`config.mk`:
```
export PLATFORM = sky130hd
export DESIGN_NAME = fetch_ctrl
export DESIGN_NICKNAME = d
export VERILOG_FILES = /design/src/rtl/fetch_ctrl.sv
export SDC_FILE = /design/constraint.sdc
export NUM_CORES = 1
export LEC_CHECK = 0
export ABC_CLOCK_PERIOD_IN_PS = 1700
export CAP_MARGIN = 15
export CORE_MARGIN = 2
export CORE_UTILIZATION = 39
export DETAILED_ROUTE_END_ITERATION = 8
export PLACE_DENSITY_LB_ADDON = 0.3
export SLEW_MARGIN = 0
export SYNTH_ARGS = -nofsm -noshare
export SYNTH_HDL_FRONTEND = slang
export SYNTH_SLANG_ARGS = --single-unit
```
`constraint.sdc`:
```
create_clock -name clk -period 1.7 [get_ports clk]
set_input_delay 0.17 -clock clk [delete_from_list [all_inputs] [get_ports clk]]
set_output_delay 0.17 -clock clk [all_outputs]
set_load 0.05 [all_outputs]
```
`src/rtl/fetch_ctrl.sv`:
```
// Instruction-fetch sequencer: owns the PC, issues one memory request at a
// time, applies branch/jump redirects and hands instructions to decode.
module fetch_ctrl #(
  parameter logic [31:0] RESET_PC = 32'hBFC0_0000
) (
  input  logic        clk,
  input  logic        reset,
  output logic        ireq_valid,
  output logic [31:0] ireq_addr,
  input  logic        ireq_ready,
  input  logic        iresp_valid,
  input  logic [31:0] iresp_data,
  input  logic        branch,
  input  logic        equal,
  input  logic [31:0] branch_target,
  input  logic        jump,
  input  logic [31:0] jump_target,
  output logic        out_valid,
  output logic [31:0] out_pc,
  output logic [31:0] out_instr,
  input  logic        out_ready
);

  typedef enum logic [1:0] {S_IDLE, S_REQ, S_WAIT, S_HOLD} state_t;

  state_t      r_state;
  logic [31:0] r_pc;
  logic        r_drop;
  logic [31:0] r_out_pc;
  logic [31:0] r_out_instr;

  logic        w_redir;
  logic [31:0] w_tgt;

  // Jump outranks a taken branch; targets are forced word aligned.
  assign w_redir = jump | (branch & equal);
  assign w_tgt   = (jump ? jump_target : branch_target) & 32'hFFFF_FFFC;

  assign ireq_valid = (r_state == S_REQ);
  assign ireq_addr  = r_pc & 32'hFFFF_FFFC;
  assign out_valid  = (r_state == S_HOLD);
  assign out_pc     = r_out_pc;
  assign out_instr  = r_out_instr;

  // Fetch FSM: a redirect preempts every other transition in every state.
  always_ff @(posedge clk or negedge reset) begin
    if (!reset) begin
      r_state     <= S_IDLE;
      r_pc        <= RESET_PC;
      r_drop      <= 1'b0;
      r_out_pc    <= RESET_PC;
      r_out_instr <= 32'h0;
    end else begin
      case (r_state)
        S_IDLE: begin
          r_state <= S_REQ;
          if (w_redir) r_pc <= w_tgt;
        end
        S_REQ: begin
          if (w_redir) begin
            r_pc <= w_tgt;
            // An accepted request now targets the old path; its response is stale.
            if (ireq_ready) begin
              r_drop  <= 1'b1;
              r_state <= S_WAIT;
            end
          end else if (ireq_ready) begin
            r_state <= S_WAIT;
          end
        end
        S_WAIT: begin
          if (w_redir) begin
            r_pc <= w_tgt;
            if (iresp_valid) begin
              // Data arriving with the redirect belongs to the old path.
              r_drop  <= 1'b0;
              r_state <= S_REQ;
            end else begin
              r_drop <= 1'b1;
            end
          end else if (iresp_valid) begin
            if (r_drop) begin
              r_drop  <= 1'b0;
              r_state <= S_REQ;
            end else begin
              r_out_instr <= iresp_data;
              r_out_pc    <= r_pc;
              r_state     <= S_HOLD;
            end
          end
        end
        S_HOLD: begin
          if (w_redir) begin
            // Held instruction is on the wrong path, even if decode takes it now.
            r_pc    <= w_tgt;
            r_state <= S_REQ;
          end else if (out_ready) begin
            r_pc    <= r_pc + 32'd4;
            r_state <= S_REQ;
          end
        end
        default: r_state <= S_IDLE;
      endcase
    end
  end

endmodule

```
# Yosys cells after proc, flatten, opt, wreduce, memory -nomap -nowiden
# Index checks and enable logic that the tools add are counted.
[totals]
regBits = 99
inputBits = 104
out_inout_bits = 98
word_cells = 45
[op_classes]
add_sub_neg = 1
eq_ne = 9
muxes = 19
bitwise = 4
n_reduce_logical = 7
[op_table]
columns = ["cell", "count"]
rows = [
  ["two-way mux 32 bit", 4],
  ["one-hot mux 32 bit (2 select lines)", 1],
  ["adder 32 x 3 -> 32 bit (second input constant)", 1],
  ["two-way mux 2 bit", 7],
  ["one-hot mux 2 bit (4 select lines)", 1],
  ["AND reduction 4 bit", 2],
  ["inequality test 2 x 1 -> 1 bit (second input constant)", 3],
  ["two-way mux 1 bit", 5],
  ["== test 2 bit (second input constant)", 2],
  ["inequality test 3 x 1 -> 1 bit (second input constant)", 1],
  ["inequality test 3 bit (second input constant)", 1],
  ["AND reduction 3 bit", 1],
  ["OR reduction 3 bit", 1],
  ["== test 2 x 1 -> 1 bit (second input constant)", 1],
  ["logical NOT 2 bit", 1],
  ["inequality test 2 bit (second input constant)", 1],
  ["inverter 1 bit", 2],
  ["one-hot mux 1 bit (2 select lines)", 1],
  ["AND reduction 2 bit", 1],
  ["nonzero test 2 bit", 1],
  ["bitwise AND 1 bit", 1],
  ["OR 1 bit", 1],
]

# Longest topological paths before layout
# Gate-level depths: netlist (run 1).
[logic_depth]
depth_word = 4
mapped_depth = 8
ltp_nobuf = 6

# Worst setup path before layout (run 1)
# OpenSTA, ideal clock, no wires.
[synth_path]
kind = "register to register"
start = "register r_pc[2]"
end = "register r_pc[30]"
arrival_ns = 1.872
setup_slack_ns = -0.309
path_stages_with_launch = 7
n_path_buf = 0
period_less_slack_ns = 2.009
path_cell_list = "dfrtp_1 > ha_1 > nand3_1 > nor3_4 > nand2_2 > o41ai_2 > a21oi_1"
[synth_between]
elab_chain_len = 4
[synth_lines]
columns = ["item", "line", "source"]
rows = [
  ["start: declaration", "27", "logic [31:0] r_pc;"],
  ["start signal: assignment", "57", "if (w_redir) r_pc <= w_tgt;"],
  ["start signal: assignment", "61", "r_pc <= w_tgt;"],
  ["start signal: assignment", "73", "r_pc <= w_tgt;"],
  ["adder 32 x 3 -> 32 bit", "98", "r_pc <= r_pc + 32'd4;"],
  ["two-way mux 32 bit", "97", "end else if (out_ready) begin"],
  ["two-way mux 32 bit", "93", "if (w_redir) begin"],
  ["one-hot mux 32 bit (2 select lines)", "54", "case (r_state)"],
]
# No other way between the ends. The select of a mux whose other input is x is not followed.
# A chain may end at the register's enable or synchronous reset.

# Worst setup path after layout (run 1)
[layout_path]
start = "register r_state[0]"
end = "register r_out_instr[23] (netlist: out_instr[23])"
[layout_between]
elab_chain_len = 2
[layout_lines]
columns = ["item", "line", "source"]
rows = [
  ["start: declaration", "26", "state_t r_state;"],
  ["start signal: assignment", "48", "r_state <= S_IDLE;"],
  ["start signal: assignment", "56", "r_state <= S_REQ;"],
  ["start signal: assignment", "65", "r_state <= S_WAIT;"],
  ["== test 2 bit", "54", ""],
  ["AND reduction 4 bit (no source line)", "n/a", ""],
  ["end signal: assignment", "86", "r_out_instr <= iresp_data;"],
  ["end: declaration", "30", "logic [31:0] r_out_instr;"],
]
# No other way between the ends.

==> results.sh, run 1 <==
export IMPL_tritoncts="yes"
export IMPL_rows=41
export IMPL_start_kind="flip-flop"
export IMPL_num_antenna_cells=0
export IMPL_clk_insertion_delay_late_ns=0.34
export IMPL_ant_nets=0
export IMPL_gp_congestion=0.8384
export IMPL_synth_main_ff_cell="dfrtp_1"
export IMPL_ys_warnings_count=0
export IMPL_grt_max_degree=49
export IMPL_internal_power_w=0.005882
export IMPL_timing_fmax_mhz=587.9
export IMPL_swShare_pct=38.96
export IMPL_synth_async_reset_ratio_pct=100.0
export IMPL_cp_end_kind="flip-flop"
export IMPL_fin_ws_ns=-0.0009879
export IMPL_syn_avg_cell_area_um2=11.46
export IMPL_grt_ovfl_total=0
export IMPL_ctsHtreeMaxLevel=3
export IMPL_power_frac_comb_pct=44.9
export IMPL_grt_pass1_wl_um=22600
export IMPL_route_detailed_drc=0
export IMPL_synth_xor_area_share_pct=0
export IMPL_viasPerCell=5.336
export IMPL_synth_distinct_cells=53
export IMPL_syn_inst=434
export IMPL_drt_total_wl_um=15210
export IMPL_cp_arrival_ns=1.92
export IMPL_p_clk_share_pct=22.6
export IMPL_clock_path_buffers=2
export IMPL_met3_length_um=965
export IMPL_p_per_area_mw_per_mm2=1168
export IMPL_setup_violations=1
export IMPL_slew_headroom_pct=63.52
export IMPL_vias=4504
export IMPL_grt_pass1_vias=4445
export IMPL_cts_inserted_buffers=9
export IMPL_cts_sinks=95
export IMPL_die_area_mm2=0.01367
export IMPL_fin_crit_sh_pct=100.1
export IMPL_fp_coreArea_mm2=0.01252
export IMPL_fin_nets=777
export IMPL_grtUsageTotal_pct=21.24
export IMPL_synth_simple_area_share_pct=12.15
export IMPL_synth_mux_area_share_pct=19.14
export IMPL_wl_per_cell_um=18.02
export IMPL_seq_power_share_pct=32.5
export IMPL_dp_hpwl_um=10700
export IMPL_n_fill_cell=964
export IMPL_ios=202
export IMPL_status="finished, violations left"
export IMPL_required_ns=1.92
export IMPL_die_w_um=116.9
export IMPL_fin_tns_setup_ns=-0.0009879
export IMPL_hold_class="input port to async pin"
export IMPL_slew_violations=0
export IMPL_power_w=0.009635
export IMPL_synth_edff_count=0
export IMPL_synth_top_family_by_area="multiplexers"
export IMPL_antenna_found_initial=0
export IMPL_max_cap_viol_count=0
export IMPL_tightestPinTransition_ns=0.5463
export IMPL_dr_max_layer_used="met4"
export IMPL_drt_met1_wl_um=6539
export IMPL_wl_met2_um=7436
export IMPL_rsz0062_at_grt="true"
export IMPL_failed_checks="setup timing"
export IMPL_clk_pin_slew_ns=0.07
export IMPL_dr_pass1_iters=5
export IMPL_peakVddDrop_v=0.0008523
export IMPL_drive_gt1_share_pct=40.03
export IMPL_drt_iter0_drc=357
export IMPL_rrSetupSlack_ns=-0.001
export IMPL_seq_area_frac_synth_pct=48.25
export IMPL_switchingPower_w=0.003754
export IMPL_p_leak_nw=4.055
export IMPL_synth_compound_gate_area_share_pct=14.31
export IMPL_timing_hold_ws_ns=0.3133
export IMPL_period_needed_ns=1.701
export IMPL_syn_cell_area_mm2=0.004974
export IMPL_die_h_um=116.9
export IMPL_path_max_fanout=18
export IMPL_hold_viol_final=0
export IMPL_cts_root_buf="clkbuf_16"
export IMPL_path_class="flip-flop to flip-flop"
export IMPL_initial_core_util_pct=39.73
export IMPL_port_buffers=193
export IMPL_syn2layout_area_growth_pct=65.84
export IMPL_worst_clock_skew_ns=0.009030
export IMPL_synth_adder_area_share_pct=1.509
export IMPL_ys_ff_latch=95
critical path, cell delays in order (launching register included):
cell and delay [ns]:
dfrtp_2 0.44, inv_2 0.08, ha_4 0.15, nand2_4 0.05
nor3_4 0.16, buf_12 0.19, buf_16 0.20, mux2_4 0.31
power groups by stage:
stage | Sequential (W) | Combinational [W] | Clock [W]
final | 0.00313 | 0.00433 | 0.00218
after global placement | 0.00314 | 0.00415 | 0
after detailed placement | 0.00316 | 0.00422 | 0
after CTS | 0.00313 | 0.00425 | 0.00223
after floorplan | 0.00442 | 0.00128 | 0
after global routing | 0.00318 | 0.00456 | 0.00234
flip-flops by register name (all words and copies together), names as in the netlist:
name,count
r_state,2
out_instr,32
out_pc,30
r_pc,30
r_drop,1
final cells by class:
class | count | area [um^2] | share of cell area (%)
multi-input combinational | 305 | 2711 | 32.87
timing repair buffer | 250 | 2547 | 30.89
sequential | 95 | 2427 | 29.43
clock buffer | 11 | 242.7 | 2.943
tap | 172 | 215.2 | 2.609
clock inverter | 5 | 81.33 | 0.9860
inverter | 6 | 22.52 | 0.2731
cells by family after synthesis:
| logic type | count (synthesis) |
|---|---|
| other | 1 |
| buffers and inverters | 37 |
| DFF | 95 |
| adders and majority gates | 6 |
| AOI/OAI and AO/OA | 109 |
| muxes | 86 |
| and+or+nand+nor | 100 |
metrics by stage:
step           std cells  setup WS (ns)  instance area [um^2]  util (%)
3_5_place_dp         818        -0.1703                  7557     60.38
3_3_place_gp         818        -0.1597                  7557     60.38
6_report             844     -0.0009879                  8248     65.89
5_1_grt              844       -0.04965                  8248     65.89
4_1_cts              839       -0.03053                  7974     63.70
2_1_floorplan        437       -0.05719                  5239         -
path summary, 6_finish.rpt:
path	start	endpoint	cells after the start
max in group asynchronous	reset	out_pc[26]	3
min reg2reg	out_instr[3]	out_instr[3]	1
max reg2reg	r_state[0]	out_instr[23]	7
min in group clk	iresp_data[3]	out_instr[3]	2
min	reset	out_pc[2]	2
max	r_state[0]	out_instr[23]	7
what timing repair did:
| item | 4_1_cts | 5_1_grt |
|---|---|---|
| buffers inserted | 3 | 3 |
| hold endpoints to repair | 30 | 0 |
| cloned | 1 | 2 |
| pin swaps | 5 | 5 |
| endpoints found under the setup margin | 86 | 104 |
| hold buffers | 1 | 0 |
| resized for setup | 14 | 61 |
cell usage in the layout, fill, tap and decap left out, types with 3 or more instances in the layout:
cell type | netlist | final
nor3_4 | 3 | 3
dfrtp_2 | 0 | 19
o31ai_1 | 6 | 5
nand3_2 | 1 | 3
nor2b_1 | 9 | 8
mux2_2 | 69 | 15
nand2_1 | 28 | 27
o22a_1 | 8 | 8
buf_4 | 7 | 82
clkbuf_16 | 0 | 11
buf_12 | 0 | 10
a31oi_1 | 8 | 8
buf_6 | 6 | 3
mux2i_1 | 13 | 13
inv_1 | 6 | 4
mux2_4 | 0 | 56
ha_2 | 0 | 3
o21ai_0 | 15 | 14
buf_16 | 0 | 3
dfrtp_1 | 77 | 58
a211oi_1 | 8 | 7
and3_1 | 6 | 4
nand4_1 | 5 | 5
a21oi_2 | 1 | 5
dlymetal6s2s_1 | 0 | 30
clkdlybuf4s50_1 | 0 | 113
a2bb2oi_1 | 7 | 5
nand3_1 | 13 | 11
dfstp_2 | 18 | 17
a21oi_1 | 35 | 31
o22ai_1 | 9 | 9
nor2_1 | 18 | 17
conb_1 | 1 | 4
dlygate4sd2_1 | 0 | 5
synthesized netlist by cell type (all sizes together), types with 2 or more instances:
cell	number	share of area (%)
a2bb2oi	7	1.2
o21ai	15	1.5
o31ai	6	0.91
nor3	4	1.1
a21oi	36	3.7
nor2b	9	1.1
nand4	7	1.5
o22ai	9	1.1
buf	26	3.7
clkbuf	5	0.38
mux2i	13	2.6
dfrtp	77	39
and2	3	0.40
and3	7	0.91
mux2	73	17
inv	6	0.45
nor2	18	1.4
ha	6	1.5
nand3	16	2.2
dfstp	18	9.5
a31oi	8	1.0
a21o	2	0.30
o22a	8	1.4
nand2	29	2.2
and4	4	0.81
a211oi	8	1.2
per-layer routing:
layer	track usage (%)	vias up
met5	0	-
met4	7.451	0
met3	4.068	26
met2	34.14	196
met1	28.89	2207
li1	-	2075
(Power assumes the default switching activity.)
==> inputs of run 2 (changes only) <==
--- a/config.mk
+++ b/config.mk
@@ -5,7 +5,7 @@
 export SDC_FILE = /design/constraint.sdc
 export NUM_CORES = 1
 export LEC_CHECK = 0
-export ABC_CLOCK_PERIOD_IN_PS = 1700
+export ABC_CLOCK_PERIOD_IN_PS = 1450
 export CAP_MARGIN = 15
 export CORE_MARGIN = 2
 export CORE_UTILIZATION = 39
==> constraint.sdc (replaced) <==
create_clock -name clk -period 1.45 [get_ports clk]
set_input_delay 0.145 -clock clk [delete_from_list [all_inputs] [get_ports clk]]
set_output_delay 0.145 -clock clk [all_outputs]
set_load 0.05 [all_outputs]
==> results.sh, run 2 (synthesis results as in run 1) <==
export IMPL_status="finished, violations left"
export IMPL_failed_checks="setup timing"
export IMPL_cp_slowest_cell="dfrtp_2"
export IMPL_ctsHtreeMaxLevel=3
export IMPL_final_util_pct=76.86
export IMPL_cp_end_kind="flip-flop"
export IMPL_rows=41
export IMPL_timing_fmax_mhz=559.0
export IMPL_drive_gt1_share_pct=61.21
export IMPL_rsz0062_at_grt="true"
export IMPL_initial_core_util_pct=39.73
export IMPL_cp_arrival_ns=2.04
export IMPL_dr_pass1_iters=5
export IMPL_max_cap_viol_count=0
export IMPL_grt_pass1_vias=4995
export IMPL_busiest_layer="met2"
export IMPL_cp_num_buf_inv=0
export IMPL_met2_usage_pct=42.31
export IMPL_critical_path_cell_chain="ha_4 -> nor2b_4 -> o21a_4 -> a21oi_1 -> a21oi_1 -> a311oi_1"
export IMPL_period_needed_ns=1.789
export IMPL_p_leak_nw=4.233
export IMPL_grtUsageTotal_pct=25.29
export IMPL_fin_crit_sh_pct=123.4
export IMPL_most_common_layout_cells="buf_4, clkdlybuf4s50_1, dfrtp_1, buf_12, mux2_2"
export IMPL_vias=5060
export IMPL_dp_hpwl_um=11450
export IMPL_drt_iter0_drc=276
export IMPL_route_detailed_drc=0
export IMPL_cts_root_buf="clkbuf_16"
export IMPL_port_buffers=193
export IMPL_cts_sinks=95
export IMPL_timing_hold_ws_ns=0.1653
export IMPL_hold_viol_final=0
export IMPL_num_antenna_cells=0
export IMPL_internal_power_w=0.007776
export IMPL_fp_coreArea_mm2=0.01252
export IMPL_cp_num_cells=6
export IMPL_hold_class="input port to async pin"
export IMPL_die_w_um=116.9
export IMPL_grt_pass1_wl_um=26430
export IMPL_fin_ws_ns=-0.3389
export IMPL_grtUsageMet1_pct=32.42
export IMPL_fin_nets=850
export IMPL_worst_clock_skew_ns=0.009239
export IMPL_rrSetupSlack_ns=-0.34
export IMPL_reg2regPathDepth=6
export IMPL_clk_insertion_delay_late_ns=0.36
export IMPL_syn2layout_area_growth_pct=93.43
export IMPL_drt_total_wl_um=19260
export IMPL_swShare_pct=39.96
export IMPL_grt_ovfl_total=0
export IMPL_power_frac_comb_pct=53.1
export IMPL_seq_power_share_pct=28.3
export IMPL_tritoncts="yes"
export IMPL_clock_path_buffers=2
export IMPL_die_h_um=116.9
export IMPL_required_ns=1.70
export IMPL_switchingPower_w=0.005175
export IMPL_setup_violations=95
export IMPL_path_class="flip-flop to flip-flop"
export IMPL_cts_inserted_buffers=9
export IMPL_path_max_fanout=6
export IMPL_peakVddDrop_v=0.0009042
export IMPL_grt_max_degree=35
export IMPL_path_delay_family="compound AO/OA/AOI/OAI gates"
export IMPL_max_stage_delay_ns=0.46
export IMPL_start_kind="flip-flop"
export IMPL_gp_congestion=0.9100
export IMPL_antenna_found_initial=0
export IMPL_ios=202
export IMPL_viasPerCell=5.518
export IMPL_final_common_cell="buf_4"
export IMPL_die_area_mm2=0.01367
export IMPL_ant_nets=0
export IMPL_slew_violations=0
export IMPL_p_per_area_mw_per_mm2=1346
export IMPL_p_clk_share_pct=18.6
export IMPL_wl_per_cell_um=21.00
export IMPL_clk_pin_slew_ns=0.07
export IMPL_largest_register_ffs=32
export IMPL_grt_util_met3_pct=4.634
export IMPL_cp_common_cell="a21oi_1"
## run 2: cell count changes in the layout (fill, tap and decap cells not counted), sizes merged
cell           change
o21a               +1
buf              +123
inv                +1
clkdlybuf4s50     -16
bufinv             -2
clkbuf             +2
dlygate4sd2        -5
dlymetal6s2s      -30
clkinv             -1
## run 2: final timing paths
check / start / end
worst max-delay path: r_state[1] / r_pc[31]
worst min-delay path: reset / out_instr[2]
worst max register to register: r_state[1] / r_pc[31]
worst min register to register: out_instr[11] / out_instr[11]
max in group asynchronous: reset / r_pc[27]
min in group clk: jump / r_pc[15]
## run 2: power groups by stage
stage	registers, W	logic, W	clock network [W]
global route	0.00372	0.00715	0.00258
floorplan	0.00521	0.00162	0
CTS	0.00364	0.00641	0.00242
global placement	0.00364	0.00585	0
finish	0.00367	0.00688	0.00241
detailed placement	0.00368	0.00596	0
## run 2: cell type report
cell class | count | area [um^2]
Timing Repair Buffer | 322 | 3565
Clock inverter | 3 | 25.02
Inverter | 6 | 25.02
Multi-Input combinational cell | 306 | 3090
Tap cell | 172 | 215.2
Clock buffer | 13 | 270.3
Sequential cell | 95 | 2430
Fill cell | 772 | 2897
## run 2: repair_timing
item,CTS,global route
gates resized for setup,87,49
hold buffers,1,0
endpoints found under the hold margin,78,0
gates cloned,5,2
setup buffers,18,20
setup endpoints to repair,96,97
pin swaps,31,23
## run 2: stage by stage
step | cell area, um^2 | setup WS (ns) | TNS (ns) | instances | power (W)
final | 9620 | -0.3389 | -20.86 | 917 | 0.01295
after global routing | 9620 | -0.3705 | -25.19 | 917 | 0.01344
after CTS | 9165 | -0.2476 | -16.85 | 896 | 0.01247
after detailed placement | 8272 | -0.4256 | -30.52 | 857 | 0.009637
after global placement | 8272 | -0.3911 | -28.94 | 857 | 0.009490
after floorplan | 5349 | -0.2854 | -20.85 | 437 | 0.006825
## run 2: metal layers
layer / vias up / routed length, um
met1: 2517 / 7502
met2: 255 / 9681
met3: 64 / 1204
met5: - / 0
li1: 2224 / -
met4: 0 / 868
